File: config.mk
export PLATFORM = sky130hd
export DESIGN_NAME = instr_fetch_stage
export DESIGN_NICKNAME = d
export VERILOG_FILES = /design/src/rtl/riscv_pkg.sv /design/src/rtl/fetch_skid_buf.sv /design/src/rtl/instr_fetch_stage.sv
export SDC_FILE = /design/constraint.sdc
export NUM_CORES = 1
export LEC_CHECK = 0
export CAP_MARGIN = 10
export CELL_PAD_IN_SITES_DETAIL_PLACEMENT = 2
export CELL_PAD_IN_SITES_GLOBAL_PLACEMENT = 2
export CORE_MARGIN = 5
export CORE_UTILIZATION = 25
export CTS_CLUSTER_SIZE = 24
export DETAILED_ROUTE_END_ITERATION = 10
export PLACE_DENSITY = 0.69
export SLEW_MARGIN = 5
export SYNTH_ARGS = -nofsm -noshare
export SYNTH_HDL_FRONTEND = slang
export SYNTH_SLANG_ARGS = --single-unit
File: constraint.sdc
create_clock -name clk -period 2.8 [get_ports clk]
set_input_delay 0.56 -clock clk [delete_from_list [all_inputs] [get_ports clk]]
set_output_delay 0.56 -clock clk [all_outputs]
set_load 0.01 [all_outputs]
File: src/rtl/riscv_pkg.sv
// Shared RV32 definitions for the fetch stage and its neighbours.
//   - Major opcode constants seen by Control_Unit
//   - fetch_state_t: fetch FSM encoding
//   - Ilen / PcStep: instruction width and sequential PC increment
package riscv_pkg;

  localparam int unsigned Ilen   = 32;
  localparam int unsigned PcStep = 4;

  localparam logic [6:0] OpcRType  = 7'b0110011;
  localparam logic [6:0] OpcLoad   = 7'b0000011;
  localparam logic [6:0] OpcStore  = 7'b0100011;
  localparam logic [6:0] OpcBranch = 7'b1100011;

  typedef enum logic [1:0] {
    StIdle,
    StFetch,
    StFull,
    StDrain
  } fetch_state_t;

endpackage

File: src/rtl/fetch_skid_buf.sv
// One-entry {pc, instr} holding buffer. Catches a fetch response that arrives
// while the output register is occupied and stalled.
//   clk, rst_n        clock, async active-low reset
//   load_i            capture pc_i/instr_i, mark full
//   unload_i          entry consumed, mark empty
//   flush_i           discard entry (wins over load/unload)
//   pc_i, instr_i     entry to capture
//   full_o            entry valid
//   pc_o, instr_o     stored entry
module fetch_skid_buf
  import riscv_pkg::*;
#(
  parameter int unsigned XLEN = 32
) (
  input  logic            clk,
  input  logic            rst_n,
  input  logic            load_i,
  input  logic            unload_i,
  input  logic            flush_i,
  input  logic [XLEN-1:0] pc_i,
  input  logic [Ilen-1:0] instr_i,
  output logic            full_o,
  output logic [XLEN-1:0] pc_o,
  output logic [Ilen-1:0] instr_o
);

  logic            full_q, full_d;
  logic [XLEN-1:0] pc_q, pc_d;
  logic [Ilen-1:0] instr_q, instr_d;

  always_comb begin
    full_d  = full_q;
    pc_d    = pc_q;
    instr_d = instr_q;
    if (flush_i) begin
      full_d = 1'b0;
    end else if (load_i) begin
      full_d  = 1'b1;
      pc_d    = pc_i;
      instr_d = instr_i;
    end else if (unload_i) begin
      full_d = 1'b0;
    end
  end

  always_ff @(posedge clk or negedge rst_n) begin
    if (!rst_n) begin
      full_q  <= 1'b0;
      pc_q    <= '0;
      instr_q <= '0;
    end else begin
      full_q  <= full_d;
      pc_q    <= pc_d;
      instr_q <= instr_d;
    end
  end

  assign full_o  = full_q;
  assign pc_o    = pc_q;
  assign instr_o = instr_q;

endmodule

File: src/rtl/instr_fetch_stage.sv
// RV32 fetch stage: owns the PC, requests words from instruction memory and
// registers the returned instruction for Control_Unit.
//   clk, rst_n                clock, async active-low reset
//   imem_req/imem_addr        request, held with stable address until imem_ready
//   imem_ready/imem_rdata     response strobe and instruction word
//   stall                     downstream cannot accept; if_* held
//   redirect/redirect_pc      taken branch: flush and refetch from target
//   if_valid/if_pc/if_instr   registered instruction and its PC
//   if_opcode                 if_instr[6:0] for Control_Unit.OpCode
module instr_fetch_stage
  import riscv_pkg::*;
#(
  parameter int unsigned     XLEN     = 32,
  parameter logic [XLEN-1:0] RESET_PC = '0
) (
  input  logic            clk,
  input  logic            rst_n,
  output logic            imem_req,
  output logic [XLEN-1:0] imem_addr,
  input  logic            imem_ready,
  input  logic [Ilen-1:0] imem_rdata,
  input  logic            stall,
  input  logic            redirect,
  input  logic [XLEN-1:0] redirect_pc,
  output logic            if_valid,
  output logic [XLEN-1:0] if_pc,
  output logic [Ilen-1:0] if_instr,
  output logic [6:0]      if_opcode
);

  fetch_state_t    state_q, state_d;
  logic [XLEN-1:0] pc_q, pc_d;
  logic [XLEN-1:0] pend_q, pend_d;
  logic            out_valid_q, out_valid_d;
  logic [XLEN-1:0] out_pc_q, out_pc_d;
  logic [Ilen-1:0] out_instr_q, out_instr_d;

  logic            skid_load, skid_unload, skid_flush;
  logic            skid_full;
  logic [XLEN-1:0] skid_pc;
  logic [Ilen-1:0] skid_instr;

  logic [XLEN-1:0] redir_tgt;
  logic [XLEN-1:0] pc_inc;
  logic            slot_free;
  logic            unused_redir_lsb;
  logic            unused_skid_full;

  // Fetches are word aligned; target low bits are ignored.
  assign redir_tgt        = {redirect_pc[XLEN-1:2], 2'b00};
  assign unused_redir_lsb = ^redirect_pc[1:0];
  // Wraps modulo 2^XLEN by construction.
  assign pc_inc           = pc_q + XLEN'(PcStep);
  // Output register can take new data if empty or being consumed this cycle.
  assign slot_free        = !out_valid_q || !stall;
  // FULL state already implies an occupied skid entry.
  assign unused_skid_full = skid_full;

  fetch_skid_buf #(
    .XLEN (XLEN)
  ) u_skid (
    .clk      (clk),
    .rst_n    (rst_n),
    .load_i   (skid_load),
    .unload_i (skid_unload),
    .flush_i  (skid_flush),
    .pc_i     (pc_q),
    .instr_i  (imem_rdata),
    .full_o   (skid_full),
    .pc_o     (skid_pc),
    .instr_o  (skid_instr)
  );

  // State register
  always_ff @(posedge clk or negedge rst_n) begin
    if (!rst_n) begin
      state_q <= StIdle;
    end else begin
      state_q <= state_d;
    end
  end

  // Next-state logic
  always_comb begin
    state_d = state_q;
    unique case (state_q)
      StIdle:  state_d = StFetch;
      StFetch: begin
        if (redirect) begin
          // An outstanding request cannot be withdrawn; wait it out in DRAIN.
          state_d = imem_ready ? StFetch : StDrain;
        end else if (imem_ready && !slot_free) begin
          state_d = StFull;
        end
      end
      StFull:  if (redirect || !stall) state_d = StFetch;
      StDrain: if (imem_ready) state_d = StFetch;
      default: state_d = StIdle;
    endcase
  end

  // Datapath next-state: pc, pending redirect target, output register, skid control
  always_comb begin
    pc_d        = pc_q;
    pend_d      = pend_q;
    out_valid_d = out_valid_q;
    out_pc_d    = out_pc_q;
    out_instr_d = out_instr_q;
    skid_load   = 1'b0;
    skid_unload = 1'b0;
    skid_flush  = 1'b0;

    if (redirect) begin
      out_valid_d = 1'b0;
      skid_flush  = 1'b1;
    end

    unique case (state_q)
      StIdle: begin
        if (redirect) pc_d = redir_tgt;
      end
      StFetch: begin
        if (redirect) begin
          if (imem_ready) pc_d = redir_tgt;
          else            pend_d = redir_tgt;
        end else if (imem_ready) begin
          pc_d = pc_inc;
          if (slot_free) begin
            out_valid_d = 1'b1;
            out_pc_d    = pc_q;
            out_instr_d = imem_rdata;
          end else begin
            skid_load = 1'b1;
          end
        end else if (!stall) begin
          out_valid_d = 1'b0;
        end
      end
      StFull: begin
        if (redirect) begin
          pc_d = redir_tgt;
        end else if (!stall) begin
          out_valid_d = 1'b1;
          out_pc_d    = skid_pc;
          out_instr_d = skid_instr;
          skid_unload = 1'b1;
        end
      end
      StDrain: begin
        // Latest redirect wins, including one arriving with the drained response.
        if (redirect) pend_d = redir_tgt;
        if (imem_ready) pc_d = redirect ? redir_tgt : pend_q;
      end
      default: ;
    endcase
  end

  always_ff @(posedge clk or negedge rst_n) begin
    if (!rst_n) begin
      pc_q        <= RESET_PC;
      pend_q      <= '0;
      out_valid_q <= 1'b0;
      out_pc_q    <= '0;
      out_instr_q <= '0;
    end else begin
      pc_q        <= pc_d;
      pend_q      <= pend_d;
      out_valid_q <= out_valid_d;
      out_pc_q    <= out_pc_d;
      out_instr_q <= out_instr_d;
    end
  end

  // Outputs
  always_comb begin
    imem_req  = (state_q == StFetch) || (state_q == StDrain);
    imem_addr = pc_q;
    if_valid  = out_valid_q;
    if_pc     = out_pc_q;
    if_instr  = out_instr_q;
    if_opcode = out_instr_q[6:0];
  end

endmodule
==> metrics.txt, run 1 <==
# rows 70; die area 40,700 sq um; initial core utilization 25.23%; DRC viols 0; setup TNS 0 ns; WP data arrival 2.07 ns; most common cell after layout, fill and taps aside dfrtp_1; hold buffer count at CTS 0; layout cell share with drive strength beyond 1 17.28%; first-pass GRT wire length 47.09 mm; GRT Resource Usage Total 14.55%; status complete, no violations; clock tree sinks 195; hold_ws 0.1564 ns; clk_lat worst skew 0.44 ns; Final Worst Setup Slack 0.1707 ns; Power Density 1122 nW/um^2; Buffers on Ports 171; pin count of the biggest net entering global routing 91; Post-synth EDFFs 0; sequential group share of total power 37.2%; metal3 WL 1.090 mm; IO Count 174; final setup fails 0; Gate power share 43.4%; hpwl dp 20.59 mm; asr flop ratio synth 100.0%; internal power 8.623 mW; max cap viols 0; Slew headroom 55.67%; CTS tree yes; CTS clk-pin slew, worst paths 0.07 ns; syn nets 915; R2R cell count 6; vias in the first global route 7,899; Placed Area 11,590 sq um; post-layout min period 2.629 ns; Cells after Synth 841; Crit Path Category flip-flop to output port; post-route cell area 12,220 sq um; RSZ-0062 raised after global routing false; Fin Clk Skew 0.009811 ns; ys flop type dfrtp_1; WL final 29.89 mm; Placement Setup Slack 0.1752 ns; crit start category flip-flop; max-slew violations 0; f_max 380.3 MHz; register area share after synthesis 53.09%; worst r2r src imem_addr[3]; core area 36,430 sq um; Period Utilization, post-route 93.90%; antenna violations before repair 0; RD Place Congestion 0.7395; most frequent cells in the layout 195 x dfrtp_1, 170 x clkdlybuf4s50_1, 92 x mux2_2; Yosys cell types 53; CTS max path bufs 2; flop-to-flop setup slack 0.31 ns; # fillers 3,842; Syn Area/Cell 10.93 sq um; first-pass iteration count of the detailed router 5; vias per std cell 4.908; # H-tree levels 4; WL per Instance 20.26 microns; synthesized area 9191 sq um; Top Layer Used met4; capturing point of the worst reg2reg path imem_addr[18]; worst endpoint required time 2.24 ns; P_leak 4.944 nW; Clock power frac 19.4%; total grt overflow 0; Nets 1,068; type of destination of the critical path output port; TritonCTS buffer count 17; Ys Warns 0; worst-margin pin slew 0.6650 ns; HP Class input pin to async pin; die width 201.7 microns; Antenna Violating Nets Remaining 0; Iteration-0 DRC Markers 238; final hold viol count 0; area grow syn2layout 32.93%; maximum vdd drop 0.3918 mV; Die Y 201.7 microns; WL met2 14.17 mm; Root Buffer clkbuf_16; Ant. Diodes 0; Yosys reg bits 195; crit-path max FO 4; Final Core Density 33.53%; Psw 5.083 mW; Net Sw Frac 37.08%; via count 7,240; wire length on met1 14.31 mm
[cell usage after synthesis (3+ instances only)]
| cell type | n | share of area (%) |
|---|---|---|
| a31oi_1 | 8 | 0.54 |
| nor3_1 | 10 | 0.54 |
| o22ai_1 | 8 | 0.54 |
| o21ai_1 | 3 | 0.16 |
| buf_2 | 22 | 1.2 |
| a211o_1 | 3 | 0.29 |
| a21oi_1 | 90 | 4.9 |
| a22o_1 | 3 | 0.29 |
| and2_1 | 4 | 0.27 |
| dfrtp_1 | 195 | 53 |
| nand4_1 | 10 | 0.68 |
| a222oi_1 | 8 | 0.87 |
| nand2_1 | 38 | 1.6 |
| nor2_1 | 91 | 3.7 |
| nand3_1 | 11 | 0.60 |
| mux2i_1 | 64 | 7.0 |
| and3_1 | 4 | 0.27 |
| a221oi_1 | 13 | 1.2 |
| ha_1 | 5 | 0.68 |
| clkbuf_1 | 37 | 1.5 |
| buf_1 | 7 | 0.29 |
| buf_4 | 7 | 0.57 |
| o21ai_0 | 41 | 2.2 |
| nor4_1 | 3 | 0.20 |
| a2bb2oi_1 | 3 | 0.29 |
| inv_1 | 16 | 0.65 |
| mux2_2 | 92 | 11 |
| mux2_1 | 5 | 0.61 |
| a22oi_1 | 6 | 0.49 |
[logic make-up after synthesis]
kind of cell | synth area share [%]
AO/OA/AOI/OAI | 13.48
adder cells (fa/ha/maj) | 0.6806
buffers and inverters | 4.220
flip-flops | 53.09
multiplexers | 18.85
AND/OR/NAND/NOR | 9.679
[power groups by stage]
stage               Clock [mW]  Combinational (mW)  Sequential, mW
finish                    2.67                5.95            5.09
detailed placement           0                6.03            5.17
global route              2.90                6.51            5.26
CTS                       2.79                6.07            5.11
global placement             0                5.85            5.07
floorplan                    0                2.98            5.13
[worst max-delay path: stages, from the launching register on]
cell	delay (ns)
dfrtp_1	0.44
inv_1	0.09
ha_1	0.23
nor2_2	0.25
inv_1	0.11
clkdlybuf4s50_1	0.53
[through the flow]
| step | std cells | total power [mW] |
|---|---|---|
| 2_1_floorplan | 841 | 8.107 |
| 3_3_place_gp | 1443 | 10.92 |
| 3_5_place_dp | 1443 | 11.20 |
| 4_1_cts | 1475 | 13.97 |
| 5_1_grt | 1475 | 14.67 |
| 6_report | 1475 | 13.71 |
[worst max path at each step]
stage	endpoint	slack, ns	depth (start not counted)	from
CTS	imem_req	0.002	5	state_q[1]
detailed placement	imem_addr[16]	0.18	7	redirect
global placement	imem_addr[26]	0.22	8	redirect
floorplan	imem_addr[20]	0.72	9	state_q[0]
finish	imem_req	0.17	5	state_q[1]
global route	imem_req	0.05	5	state_q[1]
[flip-flops by register name, indices dropped and copies added, names as in the netlist]
signal          count
pend_q             32
u_skid.pc_o        32
imem_addr          32
state_q             2
if_pc              32
u_skid.instr_o     32
if_instr           32
if_valid            1
[metal layers]
layer  GRT usage (%)  vias to the layer above
met1           20.01                     3747
met4           3.247                        0
met5               0                        -
li1                -                     3333
met3           2.836                       17
met2           23.86                      143
[cell type report]
| cell class | count | area [sq um] | area share (%) |
|---|---|---|---|
| clock inverter | 12 | 177.7 | 1.454 |
| tap | 468 | 585.6 | 4.793 |
| timing repair buffer | 207 | 2098 | 17.17 |
| multi-input combinational | 557 | 3970 | 32.49 |
| inverter | 16 | 60.06 | 0.4916 |
| sequential | 195 | 4880 | 39.94 |
| clock buffer | 20 | 446.7 | 3.656 |
[timing repair]
item / CTS / global route
setup buffers: 0 / 0
gates resized for setup: 0 / 1
endpoints found under the hold margin: 0 / 0
endpoints found under the setup margin: 0 / 1
(Power assumes the default switching activity.)
==> inputs of run 2 (changes only) <==
- CORE_MARGIN: 5 -> unset
- CTS_BUF_LIST: unset -> sky130_fd_sc_hd__clkbuf_4 sky130_fd_sc_hd__clkbuf_8 sky130_fd_sc_hd__clkbuf_16
==> run 2 against run 1 <==
  * Global-route usage rose by 1.3 points
  * Total power fell by 0.24%
  * Sequential cell count did not move
  * Via count rose by 0.43%
  * Non-clock buffer count rose by 4
  * Combinational power rose by 0.8%
  * Critical path type unchanged
  * Critical endpoint unchanged
  * Largest cell class unchanged
==> metrics.txt, run 2 (synthesis gave the netlist of run 1 again) <==
antenna violations before repair 1 (+1); first-pass iteration count of the detailed router 8 (+3); WL final 28.92 mm (-3.2%); GRT Resource Usage Total 15.82% (+1.3 points); die area 37,540 sq um (-7.8%); vias in the first global route 7,912 (+0.16%); final setup fails 0 (unchanged); core area 35,910 sq um (-1.4%); Antenna Violating Nets Remaining 0 (unchanged); maximum vdd drop 0.4238 mV (+8.2%); die width 193.7 microns (-4.0%); RSZ-0062 raised after global routing false; status complete, no violations; met2 GRT Util 25.55% (+1.7 points); Period Utilization, post-route 92.74% (-1.2 points); Setup crit start state_q[1]; flop-to-flop setup slack 0.49 ns (+0.18 ns); HP Class input pin to async pin; crit-path max FO 11 (+7); most frequent cells in the layout 195 x dfrtp_1, 170 x clkdlybuf4s50_1, 92 x mux2_2; peak per-stage delay on the critical path 0.54 ns (about the same); initial core utilization 25.59% (+0.37 points); Final Core Density 34.03% (+0.50 points); met3 usage 2.661% (-0.18 points); f_max 385.1 MHz (+1.2%); Die Y 193.7 microns (-4.0%); TritonCTS buffer count 17 (unchanged); Nets 1,072 (+0.37%); WP data arrival 2.04 ns (-0.03 ns); post-layout min period 2.597 ns (-0.03245 ns); Final Worst Setup Slack 0.2032 ns (+0.03245 ns); max cap viols 0 (unchanged); # rows 69 (-1.4%); clk_lat worst skew 0.44 ns (about the same); Crit Path Category flip-flop to output port; IO Count 174 (unchanged); hold buffer count at CTS 0 (unchanged); hpwl dp 20.22 mm (-1.8%); CTS max path bufs 2 (unchanged); pin count of the biggest net entering global routing 86 (-5.5%); total grt overflow 0 (unchanged); cell chain of the critical path inv_1 -> ha_2 -> nor2_1 -> inv_1 -> clkdlybuf4s50_1; RD Place Congestion 0.7538 (+1.9%); WL per Instance 19.65 microns (-3.0%); most used cell, CP inv_1; Power Density 1119 nW/um^2 (-0.27%); P_leak 4.954 nW (+0.19%); post-CTS sizing 2 (+2); clock tree sinks 195 (unchanged); total setup buffers inserted after CTS 0 (unchanged); CTS tree yes; area grow syn2layout 32.97% (about the same); final hold viol count 0 (unchanged); max-slew violations 0 (unchanged); Iteration-0 DRC Markers 254 (+6.7%); worst endpoint required time 2.24 ns (about the same); first-pass GRT wire length 46.38 mm (-1.5%); GR peak layer met2; DRC viols 0 (unchanged); Root Buffer clkbuf_16; slowest cell on the critical path clkdlybuf4s50_1; placed cell count 1,440 (-0.21%); Slew headroom 56.12% (+0.46 points); crit start category flip-flop; # H-tree levels 4 (unchanged); Buffers on Ports 171 (unchanged); Fin Clk Skew 0.009707 ns (-0.0001032 ns); R2R cell count 6 (unchanged); most common cell after layout, fill and taps aside dfrtp_1; type of destination of the critical path output port; grt met1 use 21.30% (+1.3 points); vias per std cell 4.940 (+0.63%); setup TNS 0 ns (unchanged); via count 7,271 (+0.43%); layout cell share with drive strength beyond 1 17.82% (+0.54 points); CTS clk-pin slew, worst paths 0.08 ns (about the same); Non-Filler Instances 1,472 (-0.20%); Placement Setup Slack 0.1518 ns (-0.02343 ns); worst-margin pin slew 0.6521 ns (-0.01285 ns); worst r2r src state_q[1]
==> run 2: metrics by stage <==
stage | hold slack [ns] | instance area [sq um] | total power [mW]
floorplan | 0.2644 | 9191 | 8.107
global placement | 0.4668 | 11600 | 10.90
detailed placement | 0.4787 | 11600 | 11.19
CTS | 0.01599 | 12220 | 13.92
global route | 0.03032 | 12220 | 14.61
finish | 0.03672 | 12220 | 13.67
==> run 2: critical path, delay by kind of cell (launching register included) <==
kind                       cells  cell delay (ns)
buffers and inverters          3             0.73
and+or+nand+nor                1             0.10
DFF                            1             0.44
adders and majority gates      1             0.31
==> run 2: cell type report <==
| type | instances | area [sq um] |
|---|---|---|
| fill | 3828 | 23690 |
| sequential | 195 | 4880 |
| multi-input combinational | 557 | 3973 |
| timing repair buffer | 211 | 2116 |
| tap | 461 | 576.8 |
| clock buffer | 19 | 446.7 |
| clock inverter | 12 | 167.7 |
| inverter | 16 | 60.06 |
| antenna | 1 | 2.502 |
==> run 2: worst paths after layout <==
| check | end |
|---|---|
| max | imem_req |
| min | if_pc[13] |
| max reg2reg | u_skid.pc_o[2] |
| min reg2reg | u_skid.pc_o[14] |
| max in group asynchronous | u_skid.pc_o[23] |
| min in group clk | u_skid.pc_o[14] |
==> run 2: power breakdown <==
group | internal (mW) | switching, mW | total (mW)
clock network | 1.46 | 1.17 | 2.62
logic | 3.03 | 2.96 | 6.00
registers | 4.08 | 0.968 | 5.05
total | 8.57 | 5.10 | 13.7
==> run 2: per-layer routing <==
| layer | vias to the layer above | wire length, microns | share of wire [%] |
|---|---|---|---|
| met5 | - | 0 | 0 |
| met4 | 0 | 572 | 2.0 |
| met3 | 30 | 994 | 3.4 |
| met2 | 147 | 13670 | 47 |
| met1 | 3745 | 13680 | 47 |
| li1 | 3349 | - | - |
==> inputs of run 3 (changes only) <==
- CORE_ASPECT_RATIO: unset -> 0.5
==> run 3 against run 2 <==
  * Worst setup slack better by 0.015 ns
  * Total power down 1.0%
  * Clock power fell by 7%
  * Fmax rose by 0.58%
  * Critical path depth is the same
  * Critical path type unchanged
==> metrics.txt, run 3 (synthesis gave the netlist of run 1 again) <==
area of the multi-input gates 3968 sq um (-0.13%); setup TNS 0 ns (unchanged); post-CTS sizing 0 (-2); GR peak layer met2; first-pass iteration count of the detailed router 5 (-3); Setup crit start state_q[1]; WL final 30.07 mm (+4.0%); Root Buffer clkbuf_16; IO Count 174 (unchanged); Final Power 13.54 mW (-1.0%); Clock power frac 18.1% (-1.1 points); die area 37,580 sq um (+0.13%); Slew headroom 26.87% (-29 points); CTS tree yes; pin count of the biggest net entering global routing 66 (-23%); WL per Instance 20.10 microns (+2.3%); maximum vdd drop 0.4939 mV (+17%); Die Y 137.6 microns (-29%); initial core utilization 25.50% (-0.096 points); core area 36,050 sq um (+0.38%); Power Density 1109 nW/um^2 (-0.87%); Ant. Diodes 0 (-1); grt met1 use 20.67% (-0.64 points); clock tree sinks 195 (unchanged); Net Sw Frac 38.33% (+1.0 points); CTS clk-pin slew, worst paths 0.08 ns (about the same); most common cell after layout, fill and taps aside dfrtp_1; Psw 5.188 mW (+1.7%); post-layout min period 2.582 ns (-0.01506 ns); status complete, no violations; Non-Filler Instances 1,496 (+1.6%); P_leak 4.943 nW (-0.21%); Final Worst Setup Slack 0.2183 ns (+0.01506 ns); met2 GRT Util 28.69% (+3.1 points); Seq. cell area 4880 sq um (unchanged); max-slew violations 0 (unchanged); max cap viols 0 (unchanged); Placed Area 11,640 sq um (+0.31%); post-route cell area 12,200 sq um (-0.14%); Crit Path Category flip-flop to output port; Antenna Violating Nets Remaining 0 (unchanged); hpwl dp 21.28 mm (+5.2%); antenna violations before repair 0 (-1); crit start category flip-flop; RD Place Congestion 0.7797 (+3.4%); RSZ-0062 raised after global routing false; Nets 1,073 (+0.093%); # rows 49 (-29%); met3 usage 2.475% (-0.19 points); first-pass GRT wire length 47.04 mm (+1.4%); die width 273.2 microns (+41%); Iteration-0 DRC Markers 368 (+45%); crit-path max FO 4 (-7); internal power 8.347 mW (-2.6%); vias in the first global route 8,001 (+1.1%); WP data arrival 2.02 ns (-0.02 ns); Buffers on Ports 171 (unchanged); GRT Resource Usage Total 16.36% (+0.54 points); f_max 387.3 MHz (+0.58%); area grow syn2layout 32.78%; vias per std cell 4.863 (-1.6%); # fillers 3,876 (+1.3%); Placement Setup Slack 0.2034 ns (+0.05160 ns); layout cell share with drive strength beyond 1 17.79% (-0.035 points); worst endpoint required time 2.24 ns (about the same); type of destination of the critical path output port; HP Class input pin to async pin; worst r2r src state_q[0]; hold buffer count at CTS 0 (unchanged); worst-margin pin slew 1.097 ns (+0.4449 ns); Fin Clk Skew 0.01556 ns (+0.005852 ns); sequential group share of total power 38.3% (+1.4 points); total setup buffers inserted after CTS 0 (unchanged); DRC viols 0 (unchanged); final setup fails 0 (unchanged); most frequent cells in the layout 195 x dfrtp_1, 170 x clkdlybuf4s50_1, 92 x mux2_2; placed cell count 1,464 (+1.7%); clk_lat worst skew 0.45 ns (about the same); total grt overflow 0 (unchanged); final hold viol count 0 (unchanged); via count 7,275 (+0.055%); # H-tree levels 4 (unchanged); TritonCTS buffer count 17 (unchanged); Period Utilization, post-route 92.20% (-0.54 points); CTS max path bufs 2 (unchanged); Gate power share 43.7% (-0.2 points)
[run 3: changes by cell type in the layout (fill, tap and decap cells not counted), sizes merged]
| cell | change |
|---|---|
| buf | +1 |
| clkinv | +2 |
| diode | -1 |
| bufinv | -3 |
| clkbuf | +2 |
[run 3: worst paths after layout]
kind                           endpoint  slack, ns  depth (start not counted)
setup reg to reg               if_pc[7]       0.44                          5
max in group asynchronous      if_pc[5]       1.81                          2
setup / recovery               imem_req       0.22                          5
hold reg to reg               pend_q[1]       0.49                          1
hold / removal             if_instr[13]        0.1                          1
min in group clk              pend_q[1]       0.49                          1
[run 3: critical path, cell delays in order, from the launching register on]
cell	delay [ns]
dfrtp_1	0.43
inv_1	0.09
ha_1	0.20
nor2_1	0.26
inv_1	0.10
clkdlybuf4s50_1	0.49
[run 3: cell type report]
cell class,count,area share [%]
timing repair buffer,212,17.40
tap,484,4.962
multi-input combinational,557,32.51
clock buffer,21,3.886
inverter,16,0.4921
sequential,195,39.98
clock inverter,11,0.7689
[run 3: power by group through the flow]
stage	Combinational [mW]	Clock, mW	Sequential (mW)
after global routing	6.44	2.62	5.36
after global placement	5.75	0	5.11
after detailed placement	5.99	0	5.23
after floorplan	2.98	0	5.13
final	5.91	2.44	5.18
after CTS	6.03	2.53	5.18
[run 3: through the flow]
step	util [%]	hold slack, ns
detailed placement	32.28	0.4744
global placement	32.28	0.4673
floorplan	-	0.2644
global route	33.85	0.1185
finish	33.85	0.09881
CTS	33.85	0.1139
[run 3: per-layer routing]
layer / vias up / part of all wire (%)
met1: 3820 / 44
met2: 75 / 52
met4: 0 / 1.7
met3: 29 / 1.9
met5: - / 0
li1: 3351 / -
==> edit 1 (config.mk and constraints of run 3) <==
`XLEN` is set to 32 in 2 places; all go to 64.
--- a/src/rtl/fetch_skid_buf.sv
+++ b/src/rtl/fetch_skid_buf.sv
@@ -12,3 +12,3 @@
 #(
-  parameter int unsigned XLEN = 32
+  parameter int unsigned XLEN = 64
 ) (
--- a/src/rtl/instr_fetch_stage.sv
+++ b/src/rtl/instr_fetch_stage.sv
@@ -12,3 +12,3 @@
 #(
-  parameter int unsigned     XLEN     = 32,
+  parameter int unsigned     XLEN     = 64,
   parameter logic [XLEN-1:0] RESET_PC = '0
Interface: changed (resized if_pc, imem_addr and redirect_pc); port bits go from 174 to 270. No check against the original RTL was run, so the function may have changed too.
==> edit 1 against run 3 <==
- sequential cell count is 128 higher
- synthesized area is 75% higher
- wire length is 110% higher
- critical path depth stayed put
- worst setup slack worse by 0.13 ns
- power is 92% higher
- design area is 80% higher
- highest routed layer unchanged
- fmax is 4.8% lower
==> edit 1: results (changes against run 3) <==
- Non-clock buffering overhead in the final layout: 17.96% (was 17.40%)
- Cells taking the most area after synthesis: sky130_fd_sc_hd__dfrtp_1, sky130_fd_sc_hd__mux2_2, sky130_fd_sc_hd__mux2i_1 (unchanged)
- Number of clock buffers inserted by TritonCTS: 37 (was 17)
- Filler cells: 6813 (was 3876)
- Non-CTS buffers: 410 (was 212)
- Wire length after detailed routing: 63.94 mm (was 30.07 mm)
- Flop-to-flop setup slack: 0.16 ns (was 0.44 ns)
- Instance count after placement with tap cells included: 2675 (was 1464)
- Setup clock skew after layout: 0.02305 ns (was 0.01556 ns)
- Inverters: 17 (was 16)
- Number of inserted diodes: 5 (was 0)
- Clock Pin Slew Worst Setup and Hold Paths: 0.06 ns (was 0.08 ns)
- HPWL Detailed: 46.01 mm (was 21.28 mm)
- Type of the most critical hold path: primary input to register (was primary input to async pin)
- Capture point of the worst reg-to-reg path: imem_addr[29]$_DFFE_PN0P_ (was if_pc[7]$_DFFE_PN0P_)
- Detail-routed via count per cell: 5.094 (was 4.863)
- Number of nets at the end of the flow: 1985 (was 1073)
- GRT Util Overall: 19.15% (was 16.36%)
- Net Sw Frac: 38.99% (was 38.33%)
- Average wire length per cell after detail routing: 23.27 um (was 20.10 um)
- Outcome: finished clean (unchanged)
- Number of buffers added on ports: 267 (was 171)
- Most frequent cells after synthesis: sky130_fd_sc_hd__dfrtp_1, sky130_fd_sc_hd__a21oi_1, sky130_fd_sc_hd__nor2_1, sky130_fd_sc_hd__mux2_2, sky130_fd_sc_hd__mux2i_1 (was sky130_fd_sc_hd__dfrtp_1, sky130_fd_sc_hd__mux2_2, sky130_fd_sc_hd__nor2_1, sky130_fd_sc_hd__a21oi_1, sky130_fd_sc_hd__mux2i_1)
- Largest stage delay on the critical path: 0.58 ns (was 0.49 ns)
- Multi-input comb cells: 1089 (was 557)
- Net Count, Synth: 1673 (was 915)
- Number of levels the H-tree was split into: 2 (was 4)
- Initial detailed-routing violation count: 724 (was 368)
-- edit 1: cell types whose count changed after synthesis, sizes merged, moves of 16 or more --
cell    delta
a211oi    +16
a21oi     +84
a221oi    +20
clkbuf    +60
dfrtp    +128
mux2      +63
mux2i     +38
nand2     +57
nand3     +24
nand4     +18
nor2      +80
nor4      +17
o21ai     +18
-- edit 1: cells by family (layout without fill, tap and decap cells) --
kind of cell / count (synthesis) / in the layout / synth area share, %
and+or+nand+nor: 429 / 429 / 12.87
AOI/OAI and AO/OA: 387 / 387 / 14.85
DFF: 323 / 323 / 50.11
muxes: 262 / 262 / 17.50
buffers and inverters: 154 / 494 / 3.940
adders and majority gates: 6 / 6 / 0.4654
xor gates and xnor gates: 5 / 5 / 0.2715
other: 0 / 5 / 0
-- edit 1: per-layer routing --
| layer | up-vias | global-route usage, % | part of all wire [%] |
|---|---|---|---|
| li1 | 6338 | - | - |
| met5 | - | 0 | 0 |
| met1 | 7338 | 25.40 | 45 |
| met4 | 0 | 5.651 | 2.5 |
| met3 | 81 | 2.539 | 3.4 |
| met2 | 240 | 32.51 | 49 |
-- edit 1: worst max-delay path by stage --
stage                             start  depth (start not counted)                             end  slack, ns
3_5_place_dp                 imem_ready                          6  u_skid.instr_o[23]$_DFFE_PN0P_       0.08
4_1_cts          state_q[1]$_DFFE_PN0P_                          5                        imem_req       0.05
2_1_floorplan  imem_addr[2]$_DFFE_PN0P_                          8       imem_addr[42]$_DFFE_PN0P_       0.33
5_1_grt          state_q[0]$_DFFE_PN0P_                          4                        imem_req      0.009
6_report         state_q[1]$_DFFE_PN0P_                          5                        imem_req       0.09
3_3_place_gp                 imem_ready                          6  u_skid.instr_o[24]$_DFFE_PN0P_       0.11
==> edit 2 (settings of run 3) <==
Made on the original files. Encoding of `fetch_state_t`: now one-hot (4 bits for 4 states).
--- a/src/rtl/riscv_pkg.sv
+++ b/src/rtl/riscv_pkg.sv
@@ -14,7 +14,7 @@
 
-  typedef enum logic [1:0] {
-    StIdle,
-    StFetch,
-    StFull,
-    StDrain
+  typedef enum logic [3:0] {
+    StIdle  = 4'b0001,
+    StFetch = 4'b0010,
+    StFull  = 4'b0100,
+    StDrain = 4'b1000
   } fetch_state_t;
Behaviour: no difference found for any inputs over 4 cycles, from zero or initial values and one cycle with rst_n low; so few cycles prove little.
==> edit 2 against run 3 <==
- cell count fell by 0.67%
- worst setup slack got worse by 0.10 ns
- sequential cell count rose by 2
- synthesized area rose by 5.9%
- design area rose by 5.6%
- via count fell by 1.1%
- wire length rose by 2.9%
- sequential power fell by 3%
- power fell by 3.6%
- largest power group unchanged
==> edit 2: results (changes against run 3) <==
- Maximum vdd drop: 447.8 uV (was 493.9 uV)
- Number of distinct library cell variants in the gate-level netlist after synthesis: 75 (was 53)
- Clk Tree Root Cell: sky130_fd_sc_hd__clkbuf_16 (unchanged)
- Average wire length per cell after detail routing: 20.83 um (was 20.10 um)
- Number of inserted diodes: 0 (unchanged)
- Non-filler instance count after layout: 1486 (was 1496)
- First-pass GRT wire length: 49.02 mm (was 47.04 mm)
- HPWL Detailed: 21.88 mm (was 21.28 mm)
- Worst-path maximum fanout: 10 (was 4)
- Number of buffers added on ports: 171 (unchanged)
- Antenna violations before repair: 0 (unchanged)
- Synthesis Warnings: 0 (unchanged)
- Slowest library cell on the worst path: sky130_fd_sc_hd__dfrtp_1 (was sky130_fd_sc_hd__clkdlybuf4s50_1)
- Most frequent cells after synthesis: sky130_fd_sc_hd__mux2_2, sky130_fd_sc_hd__dfrtp_1, sky130_fd_sc_hd__nor2_1, sky130_fd_sc_hd__buf_4, sky130_fd_sc_hd__nand2_1 (was sky130_fd_sc_hd__dfrtp_1, sky130_fd_sc_hd__mux2_2, sky130_fd_sc_hd__nor2_1, sky130_fd_sc_hd__a21oi_1, sky130_fd_sc_hd__mux2i_1)
- Worst Path Arrival: 2.12 ns (was 2.02 ns)
- Maximum buffer depth of the clock tree: 2 (unchanged)
- Outcome: finished clean (unchanged)
- Cells taking the most area after synthesis: sky130_fd_sc_hd__dfrtp_1, sky130_fd_sc_hd__mux2_2, sky130_fd_sc_hd__buf_4 (was sky130_fd_sc_hd__dfrtp_1, sky130_fd_sc_hd__mux2_2, sky130_fd_sc_hd__mux2i_1)
- Mean instance size in the synthesized netlist: 12.55 um^2 (was 10.93 um^2)
- Slew of the pin with the lowest slew margin: 1.035 ns (was 1.097 ns)
- Leakage dissipation: 5.304 nW (was 4.943 nW)
- Final estimated routing congestion in global placement: 0.8059 (was 0.7797)
- Filler cells: 3901 (was 3876)
- Worst-skew pair later-pin latency: 0.45 ns (about the same)
- Sequential Power: 5.02 mW (was 5.18 mW)
- Most used flip-flop cell after synthesis: sky130_fd_sc_hd__dfrtp_1 (unchanged)
- Number of clock buffers inserted by TritonCTS: 17 (unchanged)
- GRT Util Overall: 16.15% (was 16.36%)
- Vias in the first global route: 8124 (was 8001)
- Post-Place Setup Slack: 0.1881 ns (was 0.2034 ns)
- Initial detailed-routing violation count: 314 (was 368)
- Clock share of power: 20.0% (was 18.1%)
- Net Count, Synth: 846 (was 915)
- Post-synth ARST share: 100.0% (unchanged)
- Sequential fraction of the synthesis area: 50.64% (was 53.09%)
- Number of nets at the end of the flow: 1025 (was 1073)
- Drt pass-1 iters: 4 (was 5)
- Total via count in the routed design: 7196 (was 7275)
- Sw Pwr: 4.533 mW (was 5.188 mW)
- Setup clock skew after layout: 0.008329 ns (was 0.01556 ns)
- Share of post-route cells with drive strength above 1: 32.19% (was 17.79%)
- Largest stage delay on the critical path: 0.56 ns (was 0.49 ns)
- Clock Pin Slew Worst Setup and Hold Paths: 0.07 ns
-- edit 2: what timing repair did --
item	4_1_cts	5_1_grt
setup buffers	1	0
setup endpoints to repair	1	0
gates resized for setup	3	0
-- edit 2: logic make-up (layout without fill, tap and decap cells) --
kind of cell             count (synthesis)  count (layout)  share of synthesized area (%)
multiplexers                           223             223                          25.75
flip-flops                             197             197                          50.64
AND/OR/NAND/NOR                        139             139                          8.199
AO/OA/AOI/OAI                          128             128                          9.740
buffers and inverters                   72             262                          4.022
XOR/XNOR                                16              16                          1.516
adder cells (fa/ha/maj)                  1               1                         0.1285
-- edit 2: cell type report --
cell class                      count  share of cell area, %
Clock buffer                       22                  3.736
Clock inverter                      8                 0.9607
Inverter                           13                 0.3785
Multi-Input combinational cell    507                  34.55
Sequential cell                   197                  38.26
Tap cell                          520                  5.046
Timing Repair Buffer              219                  17.07
-- edit 2: metrics by stage --
stage | instance area, um^2 | power [mW] | utilization, %
after floorplan | 9737 | 7.675 | -
after global placement | 12270 | 10.20 | 32.42
after detailed placement | 12270 | 10.53 | 32.42
after CTS | 12890 | 13.24 | 34.07
after global routing | 12890 | 13.82 | 34.07
final | 12890 | 13.05 | 34.07
-- edit 2: worst paths after layout --
| check | start | end | slack, ns | cells past startpoint |
|---|---|---|---|---|
| max | state_q[2]$_DFFE_PN0P_ | imem_req | 0.12 | 3 |
| min | rst_n | u_skid.instr_o[30]$_DFFE_PN0P_ | 0.03 | 1 |
| max reg2reg | state_q[0]$_DFFE_PN1P_ | imem_addr[2]$_DFFE_PN0P_ | 0.28 | 6 |
| min reg2reg | u_skid.instr_o[27]$_DFFE_PN0P_ | u_skid.instr_o[27]$_DFFE_PN0P_ | 0.49 | 1 |
| max in group asynchronous | rst_n | pend_q[4]$_DFFE_PN0P_ | 2.04 | 2 |
| min in group clk | u_skid.instr_o[27]$_DFFE_PN0P_ | u_skid.instr_o[27]$_DFFE_PN0P_ | 0.49 | 1 |
-- edit 2: per-layer routing --
| layer | share of wire [%] | track usage, % | wire length [um] | vias to the layer above |
|---|---|---|---|---|
| met4 | 2.3 | 6.183 | 713 | 0 |
| met2 | 51 | 28.12 | 15920 | 107 |
| li1 | - | - | - | 3230 |
| met5 | 0 | 0 | 0 | - |
| met1 | 44 | 20.34 | 13480 | 3826 |
| met3 | 2.7 | 2.223 | 840 | 33 |
-- edit 2: critical path: cells and delay by family, from the launching register on --
kind | cells | cell delay [ns]
simple gates | 2 | 0.57
flops | 1 | 0.56
buf+inv | 1 | 0.54
